`src/rtl/ps2_rx.sv`:
```
// PS/2 device-to-host receiver: glitch-filtered sampling of PS2_CLK/PS2_DAT, 11-bit frame decode.
// Define PS2_RX_KEYDEC_EN to add the E0/F0 prefix decoder and key_* outputs.
module ps2_rx #(
    parameter int FILTER_LEN     = 8,
    parameter int TIMEOUT_CYCLES = 100000
) (
    input  logic       CLOCK_50,
    input  logic       reset,
    input  logic       PS2_CLK,
    input  logic       PS2_DAT,
    input  logic       rx_en,
    output logic [7:0] rx_data,
    output logic       rx_valid,
    output logic       rx_err,
    output logic [1:0] err_code,
    output logic       busy
`ifdef PS2_RX_KEYDEC_EN
    ,
    output logic [7:0] key_code,
    output logic       key_break,
    output logic       key_ext,
    output logic       key_valid
`endif
);

    // state  | meaning
    // IDLE   | waiting for a start bit (DAT=0 on a clock fall)
    // DATA   | shifting in the 8 data bits, LSB first
    // PARITY | waiting for the odd-parity bit
    // STOP   | waiting for the stop bit, then judging the frame
    typedef enum logic [1:0] {
        ST_IDLE   = 2'd0,
        ST_DATA   = 2'd1,
        ST_PARITY = 2'd2,
        ST_STOP   = 2'd3
    } state_t;

    localparam int FCW = $clog2(FILTER_LEN) + 1;
    localparam int TCW = (TIMEOUT_CYCLES > 1) ? $clog2(TIMEOUT_CYCLES) : 1;

    logic [1:0]          r_sync1;
    logic [1:0]          r_sync2;
    logic [1:0]          r_filt;
    logic [1:0][FCW-1:0] r_fcnt;
    logic                r_filt_clk_d;

    state_t              r_state;
    state_t              w_next;
    logic [2:0]          r_bit_cnt;
    logic [7:0]          r_shift;
    logic                r_par;
    logic [TCW-1:0]      r_to_cnt;
    logic [7:0]          r_rx_data;
    logic                r_rx_valid;
    logic                r_rx_err;
    logic [1:0]          r_err_code;

    logic                w_fall;
    logic                w_dat;
    logic                w_timeout;
    logic                w_start;
    logic                w_shift;
    logic                w_par_ld;
    logic                w_done;
    logic                w_tout;

    // Index 0 is the clock line, index 1 the data line.
    always_ff @(posedge CLOCK_50 or negedge reset) begin
        if (!reset) begin
            r_sync1      <= 2'b11;
            r_sync2      <= 2'b11;
            r_filt       <= 2'b11;
            r_fcnt       <= '0;
            r_filt_clk_d <= 1'b1;
        end else begin
            r_sync1      <= {PS2_DAT, PS2_CLK};
            r_sync2      <= r_sync1;
            r_filt_clk_d <= r_filt[0];
            for (int i = 0; i < 2; i++) begin
                if (r_sync2[i] == r_filt[i]) begin
                    r_fcnt[i] <= '0;
                end else if (r_fcnt[i] == FCW'(FILTER_LEN - 1)) begin
                    r_filt[i] <= r_sync2[i];
                    r_fcnt[i] <= '0;
                end else begin
                    r_fcnt[i] <= r_fcnt[i] + FCW'(1);
                end
            end
        end
    end

    assign w_fall    = r_filt_clk_d & ~r_filt[0];
    assign w_dat     = r_filt[1];
    assign w_timeout = (r_state != ST_IDLE) && !w_fall
                       && (r_to_cnt == TCW'(TIMEOUT_CYCLES - 1));

    always_ff @(posedge CLOCK_50 or negedge reset) begin
        if (!reset) begin
            r_state <= ST_IDLE;
        end else begin
            r_state <= w_next;
        end
    end

    // Losing rx_en outranks everything so an abandoned frame never strobes.
    always_comb begin
        w_next   = r_state;
        w_start  = 1'b0;
        w_shift  = 1'b0;
        w_par_ld = 1'b0;
        w_done   = 1'b0;
        w_tout   = 1'b0;
        unique case (r_state)
            ST_IDLE: begin
                if (w_fall && rx_en && !w_dat) begin
                    w_next  = ST_DATA;
                    w_start = 1'b1;
                end
            end
            ST_DATA: begin
                if (!rx_en) begin
                    w_next = ST_IDLE;
                end else if (w_timeout) begin
                    w_next = ST_IDLE;
                    w_tout = 1'b1;
                end else if (w_fall) begin
                    w_shift = 1'b1;
                    if (r_bit_cnt == 3'd7) begin
                        w_next = ST_PARITY;
                    end
                end
            end
            ST_PARITY: begin
                if (!rx_en) begin
                    w_next = ST_IDLE;
                end else if (w_timeout) begin
                    w_next = ST_IDLE;
                    w_tout = 1'b1;
                end else if (w_fall) begin
                    w_par_ld = 1'b1;
                    w_next   = ST_STOP;
                end
            end
            ST_STOP: begin
                if (!rx_en) begin
                    w_next = ST_IDLE;
                end else if (w_timeout) begin
                    w_next = ST_IDLE;
                    w_tout = 1'b1;
                end else if (w_fall) begin
                    w_done = 1'b1;
                    w_next = ST_IDLE;
                end
            end
            default: w_next = ST_IDLE;
        endcase
    end

    always_ff @(posedge CLOCK_50 or negedge reset) begin
        if (!reset) begin
            r_bit_cnt <= '0;
            r_shift   <= '0;
            r_par     <= 1'b0;
            r_to_cnt  <= '0;
        end else begin
            if (w_start) begin
                r_bit_cnt <= '0;
            end else if (w_shift) begin
                r_bit_cnt <= r_bit_cnt + 3'd1;
            end
            if (w_shift) begin
                r_shift <= {w_dat, r_shift[7:1]};
            end
            if (w_par_ld) begin
                r_par <= w_dat;
            end
            if ((r_state == ST_IDLE) || w_fall) begin
                r_to_cnt <= '0;
            end else begin
                r_to_cnt <= r_to_cnt + TCW'(1);
            end
        end
    end

    // A bad stop bit is reported as framing even when parity also fails.
    always_ff @(posedge CLOCK_50 or negedge reset) begin
        if (!reset) begin
            r_rx_data  <= '0;
            r_rx_valid <= 1'b0;
            r_rx_err   <= 1'b0;
            r_err_code <= 2'b00;
        end else begin
            r_rx_valid <= 1'b0;
            r_rx_err   <= 1'b0;
            if (w_done) begin
                if (w_dat && ((^r_shift) ^ r_par)) begin
                    r_rx_data  <= r_shift;
                    r_rx_valid <= 1'b1;
                    r_err_code <= 2'b00;
                end else begin
                    r_rx_err   <= 1'b1;
                    r_err_code <= w_dat ? 2'b01 : 2'b10;
                end
            end else if (w_tout) begin
                r_rx_err   <= 1'b1;
                r_err_code <= 2'b11;
            end
        end
    end

    assign rx_data  = r_rx_data;
    assign rx_valid = r_rx_valid;
    assign rx_err   = r_rx_err;
    assign err_code = r_err_code;
    assign busy     = (r_state != ST_IDLE);

`ifdef PS2_RX_KEYDEC_EN
    logic       r_ext;
    logic       r_brk;
    logic [7:0] r_key_code;
    logic       r_key_break;
    logic       r_key_ext;
    logic       r_key_valid;

    // Runs off the registered strobe, so key_valid trails rx_valid by one cycle.
    always_ff @(posedge CLOCK_50 or negedge reset) begin
        if (!reset) begin
            r_ext       <= 1'b0;
            r_brk       <= 1'b0;
            r_key_code  <= '0;
            r_key_break <= 1'b0;
            r_key_ext   <= 1'b0;
            r_key_valid <= 1'b0;
        end else begin
            r_key_valid <= 1'b0;
            if (r_rx_err) begin
                r_ext <= 1'b0;
                r_brk <= 1'b0;
            end else if (r_rx_valid) begin
                if (r_rx_data == 8'hE0) begin
                    r_ext <= 1'b1;
                end else if (r_rx_data == 8'hF0) begin
                    r_brk <= 1'b1;
                end else begin
                    r_key_code  <= r_rx_data;
                    r_key_break <= r_brk;
                    r_key_ext   <= r_ext;
                    r_key_valid <= 1'b1;
                    r_ext       <= 1'b0;
                    r_brk       <= 1'b0;
                end
            end
        end
    end

    assign key_code  = r_key_code;
    assign key_break = r_key_break;
    assign key_ext   = r_key_ext;
    assign key_valid = r_key_valid;
`endif

endmodule

```
`config.mk`:
```
export PLATFORM = sky130hd
export DESIGN_NAME = ps2_rx
export DESIGN_NICKNAME = d
export VERILOG_FILES = /design/src/rtl/ps2_rx.sv
export SDC_FILE = /design/constraint.sdc
export NUM_CORES = 1
export LEC_CHECK = 0
export BUFFER_PORTS_ARGS = -buffer_cell sky130_fd_sc_hd__buf_2
export CAP_MARGIN = 20
export CORE_ASPECT_RATIO = 0.6
export CORE_MARGIN = 3
export CORE_UTILIZATION = 41
export DETAILED_ROUTE_END_ITERATION = 16
export PLACE_DENSITY = 0.65
export SYNTH_ARGS = -nofsm -noshare
export SYNTH_HDL_FRONTEND = slang
export SYNTH_SLANG_ARGS = --single-unit
```
`constraint.sdc`:
```
create_clock -name CLOCK_50 -period 3 [get_ports CLOCK_50]
set_input_delay 0 -clock CLOCK_50 [delete_from_list [all_inputs] [get_ports CLOCK_50]]
set_output_delay 0 -clock CLOCK_50 [all_outputs]
set_load 0.005 [all_outputs]
```
==> flow_summary.ini, run 1 <==
[status]
status = finished, final reports clean

[timing]
min_period_ns = 2.23
finalHoldViolCount = 0
setup_violations = 0
fin_skew_ns = 0.00725
relSlewSlack_pct = 36.7
rsz0062_at_grt = false
timing.final.crit_share_pct = 74.2
worst_slew_pin_slew_ns = 0.950
fmax_mhz = 449
setup_ws_ns = 0.774
finalMaxSlewViolations = 0
fin_setup_tns_ns = 0

[detailed_routing]
wl_per_cell_um = 13.4
drcViolationCount = 0
totalWireLength_um = 4380
ant_nets = 0
vias = 1626
dr.pass1.iters = 4
drt_iter0_drc = 57
viasPerCell = 4.99

[critical_path]
reg2reg_depth = 4
r2r_slack_ns = 0.77
worstReg2RegEnd = rx_data[6]$_DFFE_PN0P_
crit_family = multiplexers
r2r-start = r_shift[1]$_DFFE_PN0P_
crit_path_end_kind = flip-flop
crit_start = r_shift[1]$_DFFE_PN0P_
criticalPathCategory = flip-flop to flip-flop
start_kind = flip-flop
crit_slowest_cell = xor3_4
cp_num_buf_inv = 0
cp_max_fo = 10
cp.arrival_ns = 2.45
cp.required_ns = 3.22
cpPeakStageDelay_ns = 0.52
crit_chain = xor3_4, or4_1, mux2i_4, mux2_2

[power_and_ir_drop]
p_per_area_mw_per_mm2 = 575
ir_drop_mv = 0.289
leakage_nw = 1.38

[clock_tree]
cts_resized = 0
cts.sinks = 58
cts_max_path_buffers = 2
clk_latency_ns = 0.33
postCtsSetupRepairBufs = 0
cts-root-buf = clkbuf_8
htreeDepth = 3
cts_buffers = 9
cts_tree = yes
cts.hold.buffers_added = 3
clk_pin_slew_ns = 0.06

[worst_hold_path]
min_path_type = input pin to flip-flop
hold_depth = 3
hold_end = err_code[1]$_DFFE_PN0P_
worstHoldStart = rx_en

[layout]
drive_gt1_share_pct = 25.6
nNetsFinal = 251
stdcell_area_mm2 = 0.00295
area_growth_syn_to_layout_pct = 14.7
nFillCells = 517
fin_cells = 326
n_antenna_cell = 0

[grt]
use_met2_pct = 19.3
grt.overflow.total = 0
gr-usage-all-layers_pct = 14.4
antenna_found_initial = 0
grt_pass1_wl_um = 7810
use_met3_pct = 6.02
grt_util_met1_pct = 20.4
grt_start_max_net_pins = 46
grt_pass1_vias = 1597
grt.busiest_layer = met1

[synthesis]
yosys_register_bits = 58
postSynthCellCount = 212
async_flop_share_pct = 100
syn_avg_cell_area_um2 = 12.1
yosysTopAreaCell = dfrtp_1
synthTopCellsByCount = dfrtp_1, nor2_1, mux2_2
yosysMostFrequentCell = dfrtp_1
synthDistinctLibCells = 41
syn-num-nets = 222
synth-edff-count = 0
synthFlopType = dfrtp_1
seq_area_frac_synth_pct = 56.8
syn_area_mm2 = 0.00257
synth_top_area_share_pct = 49.6
synthTopCellsByArea = dfrtp_1, mux2_2, dfstp_2
yosysWarningCount = 0

[floorplanning]
core-area_mm2 = 0.00581
start_util_pct = 44.3
num_io_pins = 18
die-height_um = 67.4
die_area_mm2 = 0.00729
die_w_um = 108
rows = 21

[placed_design]
place_area_mm2 = 0.00276
dpl.hpwl_um = 3010
dp_slack_ns = 0.749
port_buffers = 17
placed_cells = 307
globalplace.congestion = 0.724

[flow_run]
drv_cap = 0
-- layout by cell type (no fill, tap or decap), types with 2 or more instances in the layout --
| cell type | instances |
|---|---|
| a21boi_0 | 2 |
| a21oi_1 | 7 |
| a31oi_1 | 2 |
| and3_1 | 6 |
| and4_1 | 2 |
| buf_2 | 17 |
| buf_4 | 2 |
| clkbuf_1 | 3 |
| clkbuf_8 | 10 |
| clkinv_2 | 3 |
| dfrtp_1 | 51 |
| dfstp_2 | 7 |
| dlygate4sd3_1 | 3 |
| ha_1 | 5 |
| inv_1 | 5 |
| mux2_2 | 18 |
| mux2i_1 | 2 |
| nand2_1 | 11 |
| nand3_1 | 5 |
| nand4_1 | 6 |
| nor2_1 | 22 |
| nor2b_1 | 3 |
| nor3_1 | 7 |
| nor3b_1 | 2 |
| nor4b_1 | 2 |
| o21ai_0 | 3 |
| or3_1 | 2 |
| or4_1 | 2 |
| xnor2_1 | 12 |
| xor2_1 | 8 |
-- registers in the layout, summed over array words and instances, names as in the netlist, 2 cells and up --
| signal | count |
|---|---|
| r_to_cnt | 17 |
| r_fcnt | 8 |
| r_shift | 8 |
| rx_data | 8 |
| r_bit_cnt | 3 |
| err_code | 2 |
| r_filt | 2 |
| r_state | 2 |
| r_sync1 | 2 |
| r_sync2 | 2 |
-- metrics by stage --
| stage | total power, W | hold WS, ns | utilization (%) |
|---|---|---|---|
| 2_1_floorplan | 0.00104 | -0.296 | - |
| 3_3_place_gp | 0.00110 | 0.107 | 47.5 |
| 3_5_place_dp | 0.00110 | 0.107 | 47.5 |
| 4_1_cts | 0.00172 | 0.0151 | 50.8 |
| 5_1_grt | 0.00180 | 0.0257 | 50.8 |
| 6_report | 0.00170 | 0.0245 | 50.8 |
-- report_power, final --
part / leakage, nW / internal [W] / total [W] / switching, W
clock network: 0.0872 / 0.000318 / 0.000602 / 0.000284
logic: 0.513 / 0.0000754 / 0.000179 / 0.000103
registers: 0.775 / 0.000857 / 0.000915 / 0.0000580
-- worst max path at each step --
stage	end	slack, ns	cells after the start
detailed placement	rx_data[6]$_DFFE_PN0P_	0.75	4
floorplan	rx_data[0]$_DFFE_PN0P_	0.92	4
global placement	rx_data[0]$_DFFE_PN0P_	0.77	4
CTS	rx_data[6]$_DFFE_PN0P_	0.75	4
finish	rx_data[6]$_DFFE_PN0P_	0.77	4
global route	rx_data[0]$_DFFE_PN0P_	0.68	4
-- final cells by class --
cell class                 count  area [um^2]  share of cell area, %
sequential                    58         1460                   49.5
multi-input combinational    145         1080                   36.5
clock buffer                  13          149                   5.04
timing repair buffer          22          130                   4.41
tap                           80          100                   3.39
inverter                       5         18.8                  0.636
clock inverter                 3         15.0                  0.509
-- cell families after synthesis --
family                   count (synthesis)  share of synthesized area, %
flip-flops                              58                          56.8
multiplexers                            21                          9.53
AND/OR/NAND/NOR                         77                          16.1
AO/OA/AOI/OAI                           20                          4.96
buffers and inverters                    9                          1.31
XOR/XNOR                                22                          8.90
adder cells (fa/ha/maj)                  5                          2.43
-- per-layer routing --
layer  up-vias  wire, um
met4         0        81
met5         -         0
met2        28      1720
met1       777      2380
met3         9       202
li1        812         -
-- worst min-delay path, stage by stage --
cell and delay (ns):
buf_2 0.13, nand3_1 0.09, a31oi_1 0.08
(Power assumes the default switching activity.)
==> inputs of run 2 (changes only) <==
ABC_AREA = 1   (was not set)
PLACE_DENSITY = 0.67   (was 0.65)
clock period = 1.8 ns   (was 3 ns; I/O delays follow)
==> run 2 against run 1 <==
Worst hold slack gained 0.088 ns. Clock skew barely moved. Setup slack lost 0.63 ns. Cell count grew 30%. Final area rose by 7.0%. Synthesized cell count increased by 44%. Synthesized area up 6.6%. Fmax rose by 35%. Total power is 140% higher. Clock-buffer cell count unchanged. Global-route usage grew 0.14 points. Critical path type unchanged. Largest cell class unchanged. Highest routed layer unchanged.
==> flow_summary.ini, run 2 <==
[layout]
multi_input_comb_area_mm2 = 0.00111
area_growth_syn_to_layout_pct = 15.2
final_cell_mix = nand2_1, dfrtp_1, inv_1, nor2_1, nand3_1
largest_reg_flops = 17
regMostFlops = r_to_cnt
layout_commonest_cell = nand2_1
drive_gt1_share_pct = 19.9
nNetsFinal = 346
utilization_pct = 50.1
n_antenna_cell = 0
nFillCells = 600
regArea_mm2 = 0.00146

[detailed_routing]
ant_nets = 0
vias = 1994
viasPerCell = 4.69
totalWireLength_um = 5130
drcViolationCount = 0
drt_iter0_drc = 104
wl_per_cell_um = 12.1
dr.pass1.iters = 4

[floorplanning]
rows = 22
die-height_um = 69.3
die_w_um = 112
die_area_mm2 = 0.00774
num_io_pins = 18
start_util_pct = 43.5
core-area_mm2 = 0.00630

[synthesis]
synthFlopType = dfrtp_1
async_flop_share_pct = 100
seq_area_frac_synth_pct = 53.3
synthTopCellsByCount = nand2_1, dfrtp_1, inv_1
synth-edff-count = 0
syn_area_mm2 = 0.00274
yosys_register_bits = 58
syn-num-nets = 316
synth_top_area_share_pct = 46.6
yosysMostFrequentCell = nand2_1
yosysWarningCount = 0
yosysTopAreaCell = dfrtp_1
syn_avg_cell_area_um2 = 8.96
synthDistinctLibCells = 31
postSynthCellCount = 306
synthTopCellsByArea = dfrtp_1, nand2_1, dfstp_2

[timing]
worst_slew_pin_slew_ns = 0.353
finalMaxSlewViolations = 0
timing.final.crit_share_pct = 91.8
fin_skew_ns = 0.00679
finalHoldViolCount = 0
fin_setup_tns_ns = 0
relSlewSlack_pct = 76.2
fmax_mhz = 605
min_period_ns = 1.65
setup_violations = 0
rsz0062_at_grt = false

[critical_path]
crit_path_end = r_to_cnt[12]$_DFF_PN0_
cp_max_fo = 5
crit_cells = 8
crit_slowest_cell = dfrtp_1
start_kind = flip-flop
crit_path_frequent_cell = nand2_1
cpPeakStageDelay_ns = 0.37
r2r-start = r_to_cnt[0]$_DFF_PN0_
crit_chain = ha_1, nand3_1, nor3_2, nand2_1, nor2_4, nand2_1, xor2_1, nor2_1
cp.required_ns = 2.06
reg2reg_depth = 8
cp_num_buf_inv = 0
worstReg2RegEnd = r_to_cnt[12]$_DFF_PN0_
cp.arrival_ns = 1.92
crit_family = simple AND/OR/NAND/NOR gates
criticalPathCategory = flip-flop to flip-flop
crit_start = r_to_cnt[0]$_DFF_PN0_
r2r_slack_ns = 0.15
crit_path_end_kind = flip-flop

[placed_design]
dpl.hpwl_um = 3710
port_buffers = 17
globalplace.congestion = 0.836

[power_and_ir_drop]
p_per_area_mw_per_mm2 = 1300
leakage_nw = 1.57
clockPowerShare_pct = 25.5
swShare_pct = 36.3
pwr-share-comb_pct = 29.5
power_frac_seq_pct = 45.1
internal_power_w = 0.00261
switching_power_w = 0.00149
ir_drop_mv = 0.498

[clock_tree]
cts-root-buf = clkbuf_8
cts_tree = yes
postCtsSetupRepairBufs = 0
clk_latency_ns = 0.34
cts_max_path_buffers = 2
htreeDepth = 3
cts.sinks = 58
cts_buffers = 9
clk_pin_slew_ns = 0.06

[status]
status = finished, final reports clean

[grt]
gr-usage-all-layers_pct = 14.6
antenna_found_initial = 0
grt_pass1_vias = 1852
grt_pass1_wl_um = 8840
grt.overflow.total = 0
grt_start_max_net_pins = 59

[flow_run]
drv_cap = 0

[worst_hold_path]
min_path_type = input pin to flip-flop
-- run 2: power by group through the flow --
stage | Sequential (W) | Clock, W | Combinational (W)
after floorplan | 0.00181 | 0 | 0.000917
after global placement | 0.00185 | 0 | 0.00119
after detailed placement | 0.00187 | 0 | 0.00122
after CTS | 0.00185 | 0.00108 | 0.00123
after global routing | 0.00189 | 0.00114 | 0.00142
final | 0.00185 | 0.00104 | 0.00121
-- run 2: worst min-delay path, cell delays in order --
cell     delay, ns
buf_2         0.14
nand3_1       0.09
nand2_1       0.05
nand3_1       0.08
nand2_1       0.05
-- run 2: how the worst min path moves through the flow --
stage | depth (start not counted) | endpoint | start | slack (ns)
6_report | 5 | r_state[1]$_DFFE_PN0P_ | rx_en | 0.11
3_3_place_gp | 2 | rx_data[5]$_DFFE_PN0P_ | reset | 0.03
2_1_floorplan | 0 | err_code[0]$_DFFE_PN0P_ | reset | -0.30
5_1_grt | 5 | rx_err$_DFF_PN0_ | rx_en | 0.13
4_1_cts | 5 | r_state[1]$_DFFE_PN0P_ | rx_en | 0.1
3_5_place_dp | 2 | rx_data[5]$_DFFE_PN0P_ | reset | 0.03
-- run 2: logic make-up after synthesis --
logic type / count (synthesis) / synth area share [%]
and+or+nand+nor: 146 / 25.2
DFF: 58 / 53.3
buffers and inverters: 44 / 6.39
AOI/OAI and AO/OA: 40 / 8.67
xor gates and xnor gates: 13 / 4.15
adders and majority gates: 5 / 2.28
-- run 2: what timing repair did --
action	4_1_cts	5_1_grt
hold endpoints to repair	60	0
hold buffers	3	0
gates resized for setup	0	0
-- run 2: cell type report --
type / instances / share of cell area [%]
clock buffer: 13 / 5.03
clock inverter: 3 / 0.475
inverter: 40 / 4.75
multi-input combinational: 204 / 35.0
sequential: 58 / 46.2
tap: 84 / 3.33
timing repair buffer: 23 / 5.15
-- run 2: layer usage --
metal | wire (um) | vias to the layer above | track usage (%)
met1 | 2700 | 915 | 21.3
met5 | 0 | - | 0
met4 | 76 | 0 | 7.29
met2 | 2090 | 39 | 18.5
met3 | 258 | 7 | 5.49
li1 | - | 1033 | -
-- run 2: through the flow --
stage / area (um^2) / power [W] / worst slack [ns] / std cells / hold WS [ns]
after floorplan: 2740 / 0.00273 / 0.343 / 306 / -0.296
after global placement: 2950 / 0.00304 / 0.211 / 406 / 0.0259
after detailed placement: 2950 / 0.00308 / 0.183 / 406 / 0.0265
after CTS: 3160 / 0.00416 / 0.163 / 425 / 0.0961
after global routing: 3160 / 0.00446 / 0.00715 / 425 / 0.133
final: 3160 / 0.00410 / 0.148 / 425 / 0.113
==> inputs of run 3 (changes only) <==
CORE_MARGIN = 5   (was 3)
CTS_CLUSTER_DIAMETER = 120   (was not set)
GPL_TIMING_DRIVEN = 0   (was not set)
==> run 3 against run 2 <==
Setup slack worse by 0.029 ns. Critical path type unchanged. Largest power group unchanged. Utilization is 1.9 points lower. Register-to-register slack worse by 0.03 ns.
==> flow_summary.ini, run 3 (synthesis gave the netlist of run 2 again) <==
[detailed_routing]
drt_iter0_drc = 155
ant_nets = 0
vias = 2044
wl_per_cell_um = 12.4
totalWireLength_um = 5340
dr.pass1.iters = 4
drcViolationCount = 0
viasPerCell = 4.75

[critical_path]
r2r-start = r_to_cnt[2]$_DFF_PN0_
crit_slowest_cell = dfrtp_1
worstReg2RegEnd = r_to_cnt[11]$_DFF_PN0_
cp.required_ns = 2.02
r2r_slack_ns = 0.12
cp.arrival_ns = 1.91
crit_family = simple AND/OR/NAND/NOR gates
cpPeakStageDelay_ns = 0.41
reg2reg_depth = 8
crit_chain = nand3_1, nor2_1, nand2_1, nor2_2, nand2_1, nor3_1, nor2_1, o21a_1
start_kind = flip-flop
cp_max_fo = 4
cp_num_buf_inv = 0
criticalPathCategory = flip-flop to flip-flop
crit_path_end_kind = flip-flop

[placed_design]
placed_cells = 411
port_buffers = 17
dpl.hpwl_um = 3890
globalplace.congestion = 0.870
place_area_mm2 = 0.00296

[timing]
rsz0062_at_grt = false
finalMaxSlewViolations = 0
fin_skew_ns = 0.00797
fin_setup_tns_ns = 0
worst_slew_pin_slew_ns = 0.604
finalHoldViolCount = 0
min_period_ns = 1.68
relSlewSlack_pct = 59.7
timing.final.crit_share_pct = 93.4
setup_violations = 0
fmax_mhz = 595

[power_and_ir_drop]
swShare_pct = 36.3
internal_power_w = 0.00260
clockPowerShare_pct = 25.8
power_frac_seq_pct = 45.0
totalPowerFinal_w = 0.00408
switching_power_w = 0.00148
pwr-share-comb_pct = 29.2
p_per_area_mw_per_mm2 = 1280
ir_drop_mv = 0.562
leakage_nw = 1.59

[worst_hold_path]
worstHoldStart = rx_en
hold_end = err_code[0]$_DFFE_PN0P_
min_path_type = input pin to flip-flop
hold_depth = 5

[floorplanning]
die_area_mm2 = 0.00848
rows = 23
core-area_mm2 = 0.00659
die-height_um = 73.3
start_util_pct = 41.6
num_io_pins = 18
die_w_um = 116

[clock_tree]
cts.sinks = 58
cts_buffers = 9
cts-root-buf = clkbuf_8
cts_tree = yes
cts_max_path_buffers = 2
clk_latency_ns = 0.33
postCtsSetupRepairBufs = 0
clk_pin_slew_ns = 0.07
htreeDepth = 3

[flow_run]
drv_cap = 0

[layout]
n_antenna_cell = 0
stdcell_area_mm2 = 0.00318
utilization_pct = 48.2
fin_cells = 430
regArea_mm2 = 0.00146
drive_gt1_share_pct = 20.7
largest_reg_flops = 17
final_cell_mix = nand2_1, dfrtp_1, inv_1, nor2_1, buf_2
regMostFlops = r_to_cnt
nFillCells = 663
nNetsFinal = 348
layout_commonest_cell = nand2_1
area_growth_syn_to_layout_pct = 15.8
multi_input_comb_area_mm2 = 0.00112

[grt]
grt_pass1_vias = 1994
gr-usage-all-layers_pct = 14.8
grt_pass1_wl_um = 9590
antenna_found_initial = 0
grt.overflow.total = 0
grt_start_max_net_pins = 34

[status]
status = finished, final reports clean
run 3: cell types whose count changed in the layout (fill, tap and decap cells not counted), sizes merged:
cell | before | now
buf | 20 | 21
clkbuf | 13 | 14
run 3: power by group through the flow:
| stage | logic (W) | registers (W) | clock network [W] |
|---|---|---|---|
| after floorplan | 0.000917 | 0.00181 | 0 |
| after global placement | 0.00115 | 0.00185 | 0 |
| after detailed placement | 0.00119 | 0.00186 | 0 |
| after CTS | 0.00121 | 0.00183 | 0.00110 |
| after global routing | 0.00140 | 0.00188 | 0.00116 |
| final | 0.00119 | 0.00183 | 0.00105 |
run 3: final cells by class:
cell class	count	area share [%]
flip-flops and latches	58	46.0
multi-input cells	204	35.3
clock buffers	13	5.00
inverters	40	4.73
repair buffers	21	4.26
well taps	87	3.43
plain buffers	4	0.788
clock inverters	3	0.473
run 3: repair_timing:
item,CTS,global route
gates resized for setup,0,3
endpoints found under the hold margin,23,0
hold buffers,3,0
setup endpoints to repair,0,3
run 3: how the worst max path moves through the flow:
stage | startpoint | to | slack, ns | cells after the start
2_1_floorplan | r_to_cnt[0]$_DFF_PN0_ | r_to_cnt[12]$_DFF_PN0_ | 0.34 | 8
3_3_place_gp | r_to_cnt[0]$_DFF_PN0_ | r_to_cnt[12]$_DFF_PN0_ | 0.17 | 8
3_5_place_dp | r_to_cnt[0]$_DFF_PN0_ | r_to_cnt[16]$_DFF_PN0_ | 0.1 | 8
4_1_cts | r_to_cnt[0]$_DFF_PN0_ | r_to_cnt[16]$_DFF_PN0_ | 0.04 | 8
5_1_grt | r_to_cnt[0]$_DFF_PN0_ | r_to_cnt[16]$_DFF_PN0_ | 0.007 | 9
6_report | r_to_cnt[2]$_DFF_PN0_ | r_to_cnt[11]$_DFF_PN0_ | 0.12 | 8
run 3: worst reg2reg max path: cells and delay by family (launching register included):
kind | cells | cell delay (ns)
simple gates | 7 | 1.04
flops | 1 | 0.41
compound gates | 1 | 0.12
run 3: per-layer routing:
| metal | GRT usage (%) | vias to the layer above | wire, um |
|---|---|---|---|
| li1 | - | 1037 | - |
| met1 | 20.7 | 953 | 2700 |
| met2 | 21.2 | 44 | 2280 |
| met3 | 4.77 | 10 | 264 |
| met4 | 6.38 | 0 | 93 |
| met5 | 0 | - | 0 |
run 3: through the flow:
stage                     setup WS, ns  hold slack [ns]
after floorplan                  0.343           -0.296
after global placement           0.170            0.105
after detailed placement        0.0994           0.0548
after CTS                       0.0378           0.0922
after global routing           0.00681            0.144
final                            0.118            0.106
